--- config.mk ---
export PLATFORM = sky130hd
export DESIGN_NAME = cook_controller
export DESIGN_NICKNAME = d
export VERILOG_FILES = /design/src/rtl/cook_controller.sv
export SDC_FILE = /design/constraint.sdc
export NUM_CORES = 1
export LEC_CHECK = 0
export BUFFER_PORTS_ARGS = -buffer_cell sky130_fd_sc_hd__clkbuf_2
export CORE_ASPECT_RATIO = 0.75
export CORE_MARGIN = 2
export CORE_UTILIZATION = 59
export DETAILED_ROUTE_END_ITERATION = 12
export PLACE_DENSITY = 0.81
export SYNTH_ARGS = -nofsm -noshare
export SYNTH_HDL_FRONTEND = slang
export SYNTH_SLANG_ARGS = --single-unit
export TNS_END_PERCENT = 50
--- constraint.sdc ---
create_clock -name clk -period 2.55 [get_ports clk]
set_clock_uncertainty 0.05 [all_clocks]
set_input_delay 0.3825 -clock clk [delete_from_list [all_inputs] [get_ports clk]]
set_output_delay 0.3825 -clock clk [all_outputs]
set_load 0.03 [all_outputs]
--- src/rtl/cook_controller.sv ---
// cook_controller: microwave timer sequencer handling keypad digit shifts, the 1 Hz count enable,
// door interlock, pause/resume, and the end-of-cook beep.
module cook_controller #(
  parameter int TICK_DIV   = 100,
  parameter int BEEP_SECS  = 3,
  parameter int MAX_DIGITS = 3
) (
  input  logic       clk,
  input  logic       clearn,
  input  logic       key_valid,
  input  logic [3:0] key_code,
  input  logic       start,
  input  logic       stop_clear,
  input  logic       door_closed,
  input  logic       timer_zero,
  output logic       timer_loadn,
  output logic [3:0] timer_data,
  output logic       timer_en,
  output logic       timer_clrn,
  output logic       mag_on,
  output logic       beep,
  output logic [2:0] state
);
  localparam int PW = TICK_DIV > 1 ? $clog2(TICK_DIV) : 1;
  localparam int CW = $clog2(MAX_DIGITS + 1);
  localparam int BW = $clog2(BEEP_SECS + 1);
  typedef enum logic [2:0] {IDLE = 3'd0, ENTRY = 3'd1, COOK = 3'd2, PAUSE = 3'd3, DONE = 3'd4} st_t;
  st_t st_q, st_d;
  logic [PW-1:0] pre_q, pre_d;
  logic [CW-1:0] cnt_q, cnt_d;
  logic [BW-1:0] bcnt_q, bcnt_d;
  logic [3:0] data_q, data_d;
  logic loadn_q, loadn_d, en_q, en_d, clrn_q, mag_q, beep_q, clr, tick, dig;
  assign tick = pre_q == PW'(TICK_DIV - 1);
  assign dig = key_valid && key_code <= 4'd9 && cnt_q < CW'(MAX_DIGITS);
  always_comb begin
    st_d = st_q;
    pre_d = pre_q;
    cnt_d = cnt_q;
    bcnt_d = bcnt_q;
    loadn_d = 1'b1;
    data_d = '0;
    en_d = 1'b0;
    clr = 1'b0;
    case (st_q)
      IDLE, ENTRY:
        if (stop_clear) clr = 1'b1;
        else if (st_q == ENTRY && start && door_closed && !timer_zero) begin
          st_d = COOK;
          pre_d = '0;
        end else if (dig) begin
          loadn_d = 1'b0;
          data_d = key_code;
          cnt_d = cnt_q + CW'(1);
          st_d = ENTRY;
        end
      COOK:
        if (stop_clear || !door_closed) st_d = PAUSE;
        // a zero flag seen alongside an enable pulse is stale; wait for the decrement
        else if (timer_zero && !en_q) begin
          st_d = DONE;
          pre_d = '0;
          bcnt_d = '0;
        end else begin
          pre_d = tick ? '0 : pre_q + PW'(1);
          en_d = tick;
        end
      PAUSE:
        if (stop_clear) clr = 1'b1;
        else if (start && door_closed) st_d = COOK;
      DONE:
        if (start || stop_clear || key_valid || (tick && bcnt_q == BW'(BEEP_SECS - 1))) clr = 1'b1;
        else begin
          pre_d = tick ? '0 : pre_q + PW'(1);
          bcnt_d = bcnt_q + BW'(tick);
        end
      default: st_d = IDLE;
    endcase
    if (clr) begin
      st_d = IDLE;
      cnt_d = '0;
      pre_d = '0;
    end
  end
  always_ff @(posedge clk or negedge clearn)
    if (!clearn) begin
      st_q <= IDLE;
      pre_q <= '0;
      cnt_q <= '0;
      bcnt_q <= '0;
      loadn_q <= 1'b1;
      data_q <= '0;
      en_q <= 1'b0;
      clrn_q <= 1'b0;
      mag_q <= 1'b0;
      beep_q <= 1'b0;
    end else begin
      st_q <= st_d;
      pre_q <= pre_d;
      cnt_q <= cnt_d;
      bcnt_q <= bcnt_d;
      loadn_q <= loadn_d;
      data_q <= data_d;
      en_q <= en_d;
      clrn_q <= !clr;
      mag_q <= st_d == COOK;
      beep_q <= st_d == DONE;
    end
  assign timer_loadn = loadn_q;
  assign timer_data = data_q;
  assign timer_en = en_q;
  assign timer_clrn = clrn_q;
  assign mag_on = mag_q;
  assign beep = beep_q;
  assign state = st_q;
endmodule

==> run metrics <==
syn_nets=about 150; Post-synth EDFFs=0; CTS clk-pin slew, worst paths=~130 ps; XOR/XNOR Fraction of Synth Area=0.00660; Final Non-Filler Cells=approximately 180; clk sinks=23; Hold Path Depth=2; routed vias=about 1100; Peak VDD IR=roughly 0.45 mV; Power Dens Cells=461 mW/mm^2; largest family of logic cells by synthesized area=simple AND/OR/NAND/NOR gates; initial antenna violation count=0; first-pass GRT wire length=4790 um; worst reg-to-reg path cell count=9; GRT Total Usage=0.250; Worst EP required=~2700 ps; RSZ-0062 raised after global routing=false; Fmax=roughly 510 MHz; H-tree depth reported by CTS=1; Leakage=0.680 nW; CP Launch Type=flop; Post-Synth Simple-Gate Area=0.299; total power=a little under 0.0007 W; mean area per synthesized cell=~10 um^2; Rows=14; Final Hold Fails=0; die area=approximately 0.0026 mm^2; RePlAce Congestion=0.907; Top Ports=23; CP Data Arrival Time=approximately 2100 ps; area grow syn2layout=11.1%; Iteration-0 DRC Markers=just over 70; nets@finish=between 150 and 200; Cells after DPL=about 180; Via density=a little over 6; Hold Path End=timer_data[0]; Initial Util=0.642; synthesized flop and latch total=23; ant diodes=0; Top FF cell, synth=dfrtp_1; HP Start=key_code[0]; relative max-transition margin=0.607; post-CTS resize count=0; async set-reset flop share out of synthesis=1.00; Port Buf Inserts=22; synthesized area=between 0.001 and 0.0015 mm^2; Least-Margin Pin Slew=roughly 600 ps; mux contribution to synthesized area=0.00755; Final Cycle Share=0.766; CTS Buf Count=3; worst-case clock buffer depth=2; core area=roughly 0.0021 mm^2; setup violators final=0; critical path fanouts, max=5; Tightest Hold Check Type=primary input to flop; final WL=2890 um; vias in the first global route=996; Period minus WS final=approximately 2000 ps; clk root buf=clkbuf_4; fraction of layout cells with a size suffix above 1=0.312; placed instance area=approximately 0.0014 mm^2; CTS tree=done; Syn Inst Count=roughly 130; Setup CP Type=flop to flop; setup TNS=0 ps; Yosys cell types=46; status=completed; Detailed Place HPWL=about 2300 um; Die Height=about 45 um; wire per inst=~16 um; GRT overflow=0; Max Cap Viol=0; DRT Pass-1 Iters=4; worst-skew pair later-pin latency=~310 ps; YS warnings=0; design area=between 0.001 and 0.0015 mm^2; Synth Area in Adders=0.0283; antenna viol nets, final=0; largest net degree at the start of global routing=24; Final Max Tran Viols=0; FF-to-FF setup slack=600 ps; Die X=~59 um; final core occ=0.713; reg-to-reg endpoint=bcnt_q[1]; Reg-to-Reg Start=pre_q[0]; post-synthesis sequential area ratio=0.435; DRC viols=0; Crit. End Element=flop; Synth Area in Compound Gates=0.173
repair_timing:
| action | CTS | global route |
|---|---|---|
| hold buffers | 1 | 0 |
| endpoints found under the hold margin | 22 | 0 |
| setup buffers | 0 | 0 |
Yosys cell counts (all sizes together), types with 2 or more instances:
cell type  number  area, um^2
a21oi           9        48.8
a31oi           3        18.8
a41oi           2        17.5
and2            6        37.5
buf             4        37.5
dfrtp          22         551
ha              3        37.5
inv             8        30.0
nand2           8        32.5
nand2b          3        18.8
nand3           3        15.0
nand3b          2        18.8
nand4           6        37.5
nor2           13        51.3
nor2b           4        25.0
nor3            8        82.6
nor3b           2        20.0
o211ai          2        20.0
o21ai           9        52.6
o31ai           2        33.8
or2             2        12.5
worst max-delay path, stage by stage, from the launching register on:
cell and delay, ps:
dfrtp_1 450, ha_1 280, and2b_1 210, nand2_2 100, inv_2 60, ha_1 180
and4b_1 190, o211ai_1 90, o21ai_0 110, a31oi_1 160
per-stage QoR:
step | hold WS [ps] | setup slack, ps
6_report | 212 | 597
5_1_grt | 203 | 480
4_1_cts | 207 | 616
3_5_place_dp | 343 | 656
3_3_place_gp | 341 | 694
2_1_floorplan | 36.9 | 865
layout make-up:
class | instances | area (um^2)
Clock buffer | 3 | 22.5
Clock inverter | 1 | 5.00
Fill cell | 150 | 593
Inverter | 8 | 30.0
Multi-Input combinational cell | 98 | 682
Sequential cell | 23 | 577
Tap cell | 24 | 30.0
Timing Repair Buffer | 24 | 128
placed cells by master, fill, tap and decap left out, types with 2 or more instances in the layout:
| cell | instances |
|---|---|
| nor2b_1 | 4 |
| nor3_1 | 2 |
| nand3_1 | 3 |
| nor2_1 | 12 |
| ha_1 | 3 |
| o21ai_1 | 4 |
| clkbuf_4 | 3 |
| inv_1 | 7 |
| nand2b_1 | 3 |
| dfrtp_1 | 22 |
| o21ai_0 | 3 |
| a31oi_1 | 3 |
| a41oi_1 | 2 |
| nor3_4 | 2 |
| o21ai_2 | 2 |
| a21oi_1 | 8 |
| clkbuf_2 | 22 |
| nor3_2 | 4 |
| nand4_1 | 6 |
| and2_1 | 6 |
| or2_2 | 2 |
| nand2_1 | 7 |
registers in the layout, indices dropped and copies added, names as in the netlist:
signal,count
timer_en,1
mag_on,1
timer_loadn,1
state,3
cnt_q,2
pre_q,7
timer_data,4
beep,1
bcnt_q,2
timer_clrn,1
worst max path at each step:
stage | startpoint | to | slack, ps | cells after the start
2_1_floorplan | pre_q[0] | bcnt_q[1] | 860 | 9
3_3_place_gp | pre_q[0] | bcnt_q[1] | 690 | 9
3_5_place_dp | pre_q[0] | bcnt_q[1] | 660 | 9
4_1_cts | pre_q[0] | bcnt_q[1] | 620 | 9
5_1_grt | state[0] | pre_q[5] | 480 | 5
6_report | pre_q[0] | bcnt_q[1] | 600 | 9
per-layer routing:
| layer | GRT usage | up-vias | wire length, um |
|---|---|---|---|
| met5 | 0 | - | 0 |
| met4 | 0.0636 | 0 | 19 |
| met3 | 0.0659 | 2 | 242 |
| met2 | 0.369 | 58 | 1290 |
| met1 | 0.369 | 537 | 1330 |
| li1 | - | 528 | - |
kinds of logic (layout without fill, tap and decap cells):
family,count (synthesis),count (layout)
compound gates,31,31
xor+xnor,1,1
fa+ha+maj,3,3
buf+inv,12,36
flops,23,23
mux,1,1
simple gates,62,62
where the power goes:
| part | internal, W | leakage, nW | switching [W] |
|---|---|---|---|
| Sequential | 0.000378 | 0.308 | 0.0000192 |
| Clock | 0.0000587 | 0.0177 | 0.000110 |
| Combinational | 0.0000376 | 0.354 | 0.0000757 |
(Power assumes the default switching activity.)
